### config.mk
export PLATFORM = sky130hd
export DESIGN_NAME = spi_master_driver
export DESIGN_NICKNAME = d
export VERILOG_FILES = /design/src/rtl/wrapper_shared_pkg.sv /design/src/rtl/spi_master_driver_shift.sv /design/src/rtl/spi_master_driver.sv
export SDC_FILE = /design/constraint.sdc
export NUM_CORES = 1
export LEC_CHECK = 0
export BUFFER_PORTS_ARGS = -buffer_cell sky130_fd_sc_hd__buf_2
export CAP_MARGIN = 10
export CORE_MARGIN = 3
export CORE_UTILIZATION = 54
export DETAILED_ROUTE_END_ITERATION = 8
export GPL_TIMING_DRIVEN = 0
export PLACE_DENSITY_LB_ADDON = 0.08
export RECOVER_POWER = 100
export SYNTH_ARGS = -nofsm -noshare
export SYNTH_HDL_FRONTEND = slang
export SYNTH_SLANG_ARGS = --single-unit
### constraint.sdc
create_clock -name clk -period 2.1 [get_ports clk]
set_clock_uncertainty 0.15 [all_clocks]
set_input_delay 0.105 -clock clk [delete_from_list [all_inputs] [get_ports clk]]
set_output_delay 0.105 -clock clk [all_outputs]
set_load 0.005 [all_outputs]
### src/rtl/wrapper_shared_pkg.sv
// Shared constants and types for the SPI slave + RAM wrapper and its upstream driver.
package wrapper_shared_pkg;

    localparam logic ACTIVE_RESET = 1'b0;
    localparam logic INACTIVE     = 1'b1;

    localparam logic [1:0] CMD_WR_ADDR = 2'b00;
    localparam logic [1:0] CMD_WR_DATA = 2'b01;
    localparam logic [1:0] CMD_RD_ADDR = 2'b10;
    localparam logic [1:0] CMD_RD_DATA = 2'b11;

    localparam int unsigned START_LEN = 2;
    localparam int unsigned WORD_LEN  = 10;
    localparam int unsigned RX_LEN    = 8;
    localparam int unsigned CNT_W     = 5;

    typedef enum logic [2:0] {
        StIdle,
        StStart,
        StShift,
        StWait,
        StRecv,
        StGap
    } drv_state_e;

    // Counter runs len-1 down to 0, so a phase of len cycles loads len-1.
    function automatic logic [CNT_W-1:0] len_to_cnt(input int unsigned len);
        return CNT_W'(len - 1);
    endfunction

endpackage

### src/rtl/spi_master_driver_shift.sv
// Datapath of the SPI driver: parallel-load TX shifter, RX shifter and the shared
// down-counting bit counter that times every FSM phase.
module spi_master_driver_shift
    import wrapper_shared_pkg::*;
(
    input  logic                clk,
    input  logic                rst_n,
    input  logic                load,
    input  logic [WORD_LEN-1:0] word,
    input  logic                tx_shift,
    input  logic                rx_shift,
    input  logic                miso,
    input  logic                cnt_load,
    input  logic [CNT_W-1:0]    cnt_init,
    output logic                mosi,
    output logic [RX_LEN-1:0]   rx_next,
    output logic                cnt_zero
);

    logic [WORD_LEN-1:0] sreg;
    // The eighth received bit goes straight into rsp_data, so only seven are held here.
    logic [RX_LEN-2:0]   rx_q;
    logic [CNT_W-1:0]    cnt_q;

    always_ff @(posedge clk) begin
        if (rst_n == ACTIVE_RESET) begin
            sreg  <= '0;
            rx_q  <= '0;
            cnt_q <= '0;
        end else begin
            if (load) begin
                sreg <= word;
            end else if (tx_shift) begin
                // Zero fill leaves sreg clear after the last bit, keeping MOSI low afterwards.
                sreg <= {sreg[WORD_LEN-2:0], 1'b0};
            end

            if (rx_shift) begin
                rx_q <= rx_next[RX_LEN-2:0];
            end

            if (cnt_load) begin
                cnt_q <= cnt_init;
            end else if (cnt_q != '0) begin
                cnt_q <= cnt_q - 1'b1;
            end
        end
    end

    assign mosi     = sreg[WORD_LEN-1];
    assign rx_next  = {rx_q, miso};
    assign cnt_zero = (cnt_q == '0);

endmodule

### src/rtl/spi_master_driver.sv
// Cycle-exact SPI master that frames 10-bit command words on MOSI under SS_n and, for
// read-data commands, captures the 8-bit MISO reply onto a response port.
module spi_master_driver
    import wrapper_shared_pkg::*;
#(
    parameter int unsigned MISO_START = 2,
    parameter int unsigned GAP        = 1
) (
    input  logic       clk,
    input  logic       rst_n,
    input  logic       req_valid,
    input  logic [9:0] req_word,
    output logic       req_ready,
    output logic       SS_n,
    output logic       MOSI,
    input  logic       MISO,
    output logic       rsp_valid,
    output logic [7:0] rsp_data,
    output logic       busy,
    output logic       frame_done
);

    drv_state_e       state_q;
    logic [1:0]       cmd_q;
    logic             accept;
    logic             load;
    logic             tx_shift;
    logic             rx_shift;
    logic             cnt_load;
    logic [CNT_W-1:0] cnt_init;
    logic             cnt_zero;
    logic [7:0]       rx_next;
    logic             is_rd_data;

    assign accept     = req_valid && req_ready;
    assign is_rd_data = (cmd_q == CMD_RD_DATA);

    // Counter reload happens on every state entry, with the length of the phase being entered.
    always_comb begin
        load     = 1'b0;
        tx_shift = 1'b0;
        rx_shift = 1'b0;
        cnt_load = 1'b0;
        cnt_init = '0;
        unique case (state_q)
            StIdle: begin
                if (accept) begin
                    load     = 1'b1;
                    cnt_load = 1'b1;
                    cnt_init = len_to_cnt(START_LEN);
                end
            end
            StStart: begin
                if (cnt_zero) begin
                    cnt_load = 1'b1;
                    cnt_init = len_to_cnt(WORD_LEN);
                end
            end
            StShift: begin
                tx_shift = 1'b1;
                if (cnt_zero) begin
                    cnt_load = 1'b1;
                    cnt_init = is_rd_data ? len_to_cnt(MISO_START) : len_to_cnt(GAP);
                end
            end
            StWait: begin
                if (cnt_zero) begin
                    cnt_load = 1'b1;
                    cnt_init = len_to_cnt(RX_LEN);
                end
            end
            StRecv: begin
                rx_shift = 1'b1;
                if (cnt_zero) begin
                    cnt_load = 1'b1;
                    cnt_init = len_to_cnt(GAP);
                end
            end
            StGap: begin
                cnt_load = 1'b0;
            end
            default: begin
                cnt_load = 1'b0;
            end
        endcase
    end

    always_ff @(posedge clk) begin
        if (rst_n == ACTIVE_RESET) begin
            state_q    <= StIdle;
            cmd_q      <= CMD_WR_ADDR;
            SS_n       <= INACTIVE;
            req_ready  <= 1'b0;
            rsp_valid  <= 1'b0;
            rsp_data   <= '0;
            busy       <= 1'b0;
            frame_done <= 1'b0;
        end else begin
            rsp_valid  <= 1'b0;
            frame_done <= 1'b0;
            unique case (state_q)
                StIdle: begin
                    if (accept) begin
                        state_q   <= StStart;
                        cmd_q     <= req_word[9:8];
                        SS_n      <= ~INACTIVE;
                        req_ready <= 1'b0;
                        busy      <= 1'b1;
                    end else begin
                        SS_n      <= INACTIVE;
                        req_ready <= 1'b1;
                        busy      <= 1'b0;
                    end
                end
                StStart: begin
                    if (cnt_zero) begin
                        state_q <= StShift;
                    end
                end
                StShift: begin
                    if (cnt_zero) begin
                        if (is_rd_data) begin
                            state_q <= StWait;
                        end else begin
                            state_q    <= StGap;
                            SS_n       <= INACTIVE;
                            frame_done <= 1'b1;
                        end
                    end
                end
                StWait: begin
                    if (cnt_zero) begin
                        state_q <= StRecv;
                    end
                end
                StRecv: begin
                    if (cnt_zero) begin
                        state_q    <= StGap;
                        SS_n       <= INACTIVE;
                        frame_done <= 1'b1;
                        rsp_valid  <= 1'b1;
                        rsp_data   <= rx_next;
                    end
                end
                StGap: begin
                    if (cnt_zero) begin
                        state_q   <= StIdle;
                        req_ready <= 1'b1;
                        busy      <= 1'b0;
                    end
                end
                default: begin
                    state_q <= StIdle;
                    SS_n    <= INACTIVE;
                end
            endcase
        end
    end

    spi_master_driver_shift u_shift (
        .clk      (clk),
        .rst_n    (rst_n),
        .load     (load),
        .word     (req_word),
        .tx_shift (tx_shift),
        .rx_shift (rx_shift),
        .miso     (MISO),
        .cnt_load (cnt_load),
        .cnt_init (cnt_init),
        .mosi     (MOSI),
        .rx_next  (rx_next),
        .cnt_zero (cnt_zero)
    );

endmodule

==> reports/metrics.yaml, run 1 <==
cells_and_area:
  layout_common_cells: "nand2_1, dfxtp_1, a21oi_1"
  layout.nets: 263
  drive_gt1_frac: 0.1486
  layout_commonest_cell: "nand2_1"
  area_delta_synth_final_pct: 21.99
  final_cell_area_um2: 2054
  diodes: 0
cts:
  numCtsBuffers: 5
  cts.reportedPaths.clkPinSlew_ps: 120
  clockRootBuffer: "clkbuf_4"
  ctsLongestPathBuffers: 2
  insertion_delay_ps: 360
  cts_sinks: 40
  htree_levels: 2
  cts_tree: "yes"
pwr:
  vdd_ir_drop_max_v: 0.0008501
  leakagePower_nw: 0.7625
  power.switching_uw: 927.3
  finalPower_mw: 2.476
  power_frac_seq: 0.393
  combPwrFrac: 0.404
  switching_share: 0.3746
  power_density_nw_per_um2: 1205
  power.share.clock: 0.203
  p_int_mw: 1.548
run:
  maxCapViolations: 0
drt:
  wl_per_cell_um: 13.68
  first_iter_violations: 103
  dr_total_vias: 1616
  first_pass_iters: 4
  detail-route-antenna-nets: 0
  drt-total-wl_um: 3829
  vias_per_cell: 5.771
  drcViolationCount: 0
global_routing:
  grt_pass1_vias: 1482
  grt_overflow_total: 0
  grt_pass1_wl_um: 6334
  use_met1: 0.2732
  use_met2: 0.3707
  grt_usage: 0.2256
  busiest_layer: "met2"
  antenna_found_initial: 0
  grt.met3_usage: 0.05992
  grt_start_max_net_pins: 13
die:
  io_pins: 28
  initial_utilization: 0.5904
  core.rowCount: 19
  dieArea_um2: 3825
  die_y_um: 61.85
  coreArea_um2: 2853
  die_w_um: 61.85
sta:
  clock.fmax_mhz: 496.5
  setup_viol: 0
  fin_crit_ps: 2014
  timing.setup.tns_ps: 0
  slew_viol_final: 0
  slew_headroom: 0.5786
  hold_viol: 0
  fin_crit_sh: 0.9590
  worst_pin_slew_ps: 632.1
  rsz0062_at_grt: "no"
synth:
  synth_cells: 201
  synth_top_area_share: 0.4755
  synth.distinct_cells: 38
  syn_area_per_cell_um2: 8.379
  syn_area_um2: 1684
  syn_nets: 216
  yosysTopAreaCell: "dfxtp_1"
  yosysWarnings: 0
  ys_seq_area_frac: 0.4755
  ys_ff_latch: 40
  ys_top_cells_by_area: "dfxtp_1, nand2_1, a21oi_1"
place:
  port_buffers: 26
  place_congestion: 0.8710
  place_area_um2: 1853
  dpl.hpwl_um: 2631
setup_path:
  cp.arrival_ps: 2090
  critPathCaptureType: "register"
  required_ps: 2180
  startpoint_type: "register"
  r2r_slack_ps: 90
  crit_type: "reg2reg"
  cp_max_fo: 7
run_status:
  status: "complete, no violations"
hold_path:
  hold_class: "in2reg"
-- per-layer routing --
metal	part of all wire	up-vias
met4	0.024	0
met1	0.44	743
met3	0.057	11
met5	0	-
met2	0.48	58
li1	-	804
-- cell families (layout without fill, tap and decap cells) --
group	Yosys count	after routing	share of synthesized area
AOI/OAI and AO/OA	58	58	0.2080
xor gates and xnor gates	2	2	0.01040
adders and majority gates	1	1	0.007428
buffers and inverters	16	64	0.04161
DFF	40	40	0.4755
muxes	2	2	0.01263
and+or+nand+nor	82	82	0.2444
-- path summary, 6_finish.rpt --
check        cells past startpoint               to             start
max reg2reg                      8             SS_n  u_shift.cnt_q[0]
min reg2reg                      2      rsp_data[1]       rsp_data[1]
min                              5  u_shift.sreg[0]         req_valid
max                              8             SS_n  u_shift.cnt_q[0]
-- critical path, cell delays in order (launching register included) --
cell,delay [ps]
dfxtp_2,400
inv_1,60
ha_1,250
nor4b_4,150
buf_4,170
clkbuf_4,140
a221o_1,280
o21ai_0,200
nand2_1,90
-- sequential cells by signal, summed over array words and instances, names as in the netlist --
signal and flops:
u_shift.cnt_q 5, rsp_data 8, busy 1, u_shift.sreg 10, cmd_q 2, state_q 3
rsp_valid 1, req_ready 1, u_shift.rx_q 7, frame_done 1, SS_n 1
-- stage by stage --
stage | hold WS (ps) | std cells | setup slack (ps) | utilization
floorplan | 90.97 | 201 | 288.9 | -
global placement | 197.7 | 258 | -25.58 | 0.6496
detailed placement | 207.7 | 258 | -145.9 | 0.6496
CTS | 96.95 | 280 | 46.20 | 0.7237
global route | 143.4 | 280 | 8.202 | 0.7202
finish | 124.6 | 280 | 86.00 | 0.7202
-- final cells by class --
class                      instances  area [um^2]
buffer                            13        56.30
clock inverter                     2        35.03
timing repair buffer              40        250.2
sequential                        40        802.0
fill                             228        798.3
inverter                           3        11.26
clock buffer                       6        41.29
multi-input combinational        145        819.5
tap                               31        38.79
-- power by group through the flow --
stage	clock network [mW]	logic [mW]	registers (mW)
finish	0.502	1.00	0.973
CTS	0.507	0.993	0.969
global route	0.539	1.12	0.991
floorplan	0	0.709	0.966
detailed placement	0	0.919	0.986
global placement	0	0.888	0.978
-- synthesized netlist by cell type --
library cell / count
and3b_1: 1
nor2_1: 7
nor3_2: 2
o211ai_1: 1
inv_1: 3
nand4b_1: 1
dfxtp_1: 40
o2111a_1: 1
nor3_1: 3
a31oi_1: 1
a21o_1: 1
a41o_1: 1
a221o_1: 1
nand2b_1: 1
nor3b_1: 3
a21boi_0: 1
nor3b_2: 1
a31o_2: 1
a211oi_1: 1
o21ai_0: 5
mux2_2: 1
or4b_1: 1
ha_1: 1
xor2_1: 2
or2_2: 1
mux2i_1: 1
clkbuf_1: 5
nand2_1: 47
nand3_1: 9
a21oi_1: 34
nor4b_4: 1
a22oi_1: 8
o221a_1: 1
buf_2: 8
o21a_1: 1
nand3b_1: 2
nor4b_1: 1
and2_1: 1
-- what timing repair did --
item,4_1_cts,5_1_grt
buffers inserted,2,0
hold endpoints to repair,17,0
hold buffers,12,0
gates resized for setup,0,2
setup endpoints to repair,10,10
gates cloned,0,0
(Power assumes the default switching activity.)
==> inputs of run 2 (changes only) <==
--- a/config.mk
+++ b/config.mk
@@ -7,8 +7,10 @@
 export LEC_CHECK = 0
 export BUFFER_PORTS_ARGS = -buffer_cell sky130_fd_sc_hd__buf_2
 export CAP_MARGIN = 10
+export CORE_ASPECT_RATIO = 0.6
 export CORE_MARGIN = 3
-export CORE_UTILIZATION = 54
+export CORE_UTILIZATION = 57
+export CTS_BUF_LIST = sky130_fd_sc_hd__clkbuf_8
 export DETAILED_ROUTE_END_ITERATION = 8
 export GPL_TIMING_DRIVEN = 0
 export PLACE_DENSITY_LB_ADDON = 0.08
==> constraint.sdc (replaced) <==
create_clock -name clk -period 2.09 [get_ports clk]
set_clock_uncertainty 0.15 [all_clocks]
set_input_delay 0.1045 -clock clk [delete_from_list [all_inputs] [get_ports clk]]
set_output_delay 0.1045 -clock clk [all_outputs]
set_load 0.005 [all_outputs]
==> run 2 against run 1 <==
  * Clock-buffer cell count fell by 1
  * Setup slack better by 7.0 ps
  * Sequential cell count unchanged
  * Fmax rose by 0.85%
  * Final cell count is 1.8% higher
  * Critical endpoint is now u_shift.cnt_q[0]
  * Largest power group unchanged
==> reports/metrics.yaml, run 2 (synthesized netlist as in run 1, its figures left out) <==
setup_path:
  cp.arrival_ps: 2030  # was 2090 ps
  setup.worst_path.end: "u_shift.cnt_q[0]"  # was SS_n
  r2r_slack_ps: 90  # about the same
  cp_max_fo: 8  # was 7
  required_ps: 2120  # was 2180 ps
  r2r_start: "u_shift.cnt_q[0]"  # unchanged
  crit_start: "u_shift.cnt_q[0]"  # unchanged
  reg2reg_depth: 7  # was 8
  startpoint_type: "register"  # unchanged
  r2r-end: "u_shift.cnt_q[0]"  # was SS_n
  crit_type: "reg2reg"  # unchanged
  critPathCaptureType: "register"  # unchanged
run:
  maxCapViolations: 0  # unchanged
sta:
  hold_viol: 0  # unchanged
  fin_crit_sh: 0.9555  # was 0.9590
  setup_viol: 0  # unchanged
  rsz0062_at_grt: "no"  # unchanged
  fin_crit_ps: 1997  # was 2014 ps
  hold_ws_ps: 3.444  # was 124.6 ps
  worst_pin_slew_ps: 712.4  # was 632.1 ps
  slew_viol_final: 0  # unchanged
  slew_headroom: 0.5230  # was 0.5786
  clock.fmax_mhz: 500.8  # was 496.5 MHz
cells_and_area:
  top_regs: "u_shift.sreg x10, rsp_data x8, u_shift.rx_q x7"  # unchanged
  layout_common_cells: "nand2_1, dfxtp_1, a21oi_1"  # unchanged
  area_delta_synth_final_pct: 22.21  # was 21.99%
  layout.nets: 259  # was 263
  diodes: 0  # unchanged
  multi_input_area_um2: 815.8  # was 819.5 um^2
  seqCellArea_um2: 800.8  # was 802.0 um^2
  layout_commonest_cell: "nand2_1"  # unchanged
  final_cell_area_um2: 2058  # was 2054 um^2
  largest_reg_flops: 10  # unchanged
  drive_gt1_frac: 0.1714  # was 0.1486
  top_register: "u_shift.sreg"  # unchanged
  fill_cells: 203  # was 228
global_routing:
  grt_pass1_wl_um: 6858  # was 6334 um
  grt_usage: 0.2454  # was 0.2256
  antenna_found_initial: 0  # unchanged
  grt_pass1_vias: 1442  # was 1,482
  grt_overflow_total: 0  # unchanged
  grt_start_max_net_pins: 13  # unchanged
place:
  place_congestion: 0.9111  # was 0.8710
  place_area_um2: 1864  # was 1853 um^2
  dpl.hpwl_um: 2949  # was 2631 um
  port_buffers: 26  # unchanged
die:
  die_w_um: 76.18  # was 61.85 um
  die_y_um: 48.11  # was 61.85 um
  coreArea_um2: 2663  # was 2853 um^2
  initial_utilization: 0.6325  # was 0.5904
  core.rowCount: 14  # was 19
  dieArea_um2: 3664  # was 3825 um^2
  io_pins: 28  # unchanged
pwr:
  power.switching_uw: 978.4  # was 927.3 uW
  vdd_ir_drop_max_v: 0.001013  # was 0.0008501 V
  p_int_mw: 1.648  # was 1.548 mW
  power_density_nw_per_um2: 1276  # was 1205 nW/um^2
  switching_share: 0.3725  # was 0.3746
  combPwrFrac: 0.394  # was 0.404
  power_frac_seq: 0.374  # was 0.393
  leakagePower_nw: 0.7840  # was 0.7625 nW
  power.share.clock: 0.232  # was 0.203
drt:
  drcViolationCount: 0  # unchanged
  first_iter_violations: 191  # was 103
  wl_per_cell_um: 14.87  # was 13.68 um
  detail-route-antenna-nets: 0  # unchanged
  dr_total_vias: 1622  # was 1,616
  drt-total-wl_um: 4239  # was 3829 um
  vias_per_cell: 5.691  # was 5.771
  first_pass_iters: 4  # unchanged
cts:
  cts_tree: "yes"  # unchanged
  clockRootBuffer: "clkbuf_8"  # was clkbuf_4
  cts_sinks: 40  # unchanged
  ctsLongestPathBuffers: 2  # unchanged
  insertion_delay_ps: 290  # was 360 ps
  htree_levels: 2  # unchanged
  cts.reportedPaths.clkPinSlew_ps: 80  # was 120 ps
  numCtsBuffers: 5  # unchanged
hold_path:
  hold_path_depth: 3  # was 5
  hold_class: "in2reg"  # unchanged
run_status:
  status: "complete, no violations"  # unchanged
run 2: final cells by class:
type / count / area share
Clock inverter: 3 / 0.01885
Clock buffer: 5 / 0.03343
Tap cell: 40 / 0.02432
Inverter: 3 / 0.005471
Buffer: 13 / 0.02796
Sequential cell: 40 / 0.3891
Timing Repair Buffer: 36 / 0.1046
Multi-Input combinational cell: 145 / 0.3964
run 2: worst max-delay path, stage by stage, from the launching register on:
cell     delay [ps]
dfxtp_1         370
inv_1            80
ha_1            210
or4b_1          430
buf_2           190
nor3_2          160
a21oi_1          60
o221a_1         220
run 2: timing repair:
item	CTS	global route
hold endpoints to repair	11	0
gates cloned	0	0
buffers inserted	2	0
hold buffers	8	0
resized for setup	0	1
setup endpoints to repair	8	8
run 2: routing by layer:
layer  wire (um)  track usage  vias up  share of wire
met3         440      0.06642       12           0.10
li1            -            -      787              -
met5           0            0        -              0
met2        1931       0.4331       95           0.46
met4          63      0.06498        0          0.015
met1        1802       0.3133      728           0.43
run 2: power groups by stage:
stage | Clock (mW) | Sequential [mW] | Combinational [mW]
floorplan | 0 | 0.971 | 0.712
global placement | 0 | 0.984 | 0.889
detailed placement | 0 | 0.993 | 0.930
CTS | 0.610 | 0.978 | 1.00
global route | 0.655 | 0.997 | 1.12
finish | 0.609 | 0.982 | 1.04
run 2: how the worst min path moves through the flow:
| stage | from | endpoint | slack [ps] |
|---|---|---|---|
| 6_report | req_word[7] | u_shift.sreg[7] | 3 |
| 5_1_grt | req_word[2] | u_shift.sreg[2] | 20 |
| 4_1_cts | req_word[6] | u_shift.sreg[6] | 4 |
| 3_5_place_dp | MISO | u_shift.rx_q[0] | 220 |
| 3_3_place_gp | req_word[0] | u_shift.sreg[0] | 200 |
| 2_1_floorplan | MISO | u_shift.rx_q[0] | 90 |
run 2: through the flow:
step	std cells	power, mW	worst slack (ps)	TNS, ps	utilization
finish	285	2.626	93.01	0	0.7730
global placement	267	1.873	-3.962	-14.08	0.7002
floorplan	201	1.683	278.9	0	-
CTS	285	2.591	102.2	0	0.7763
global route	285	2.771	13.20	0	0.7730
detailed placement	267	1.923	-60.45	-361.8	0.7002
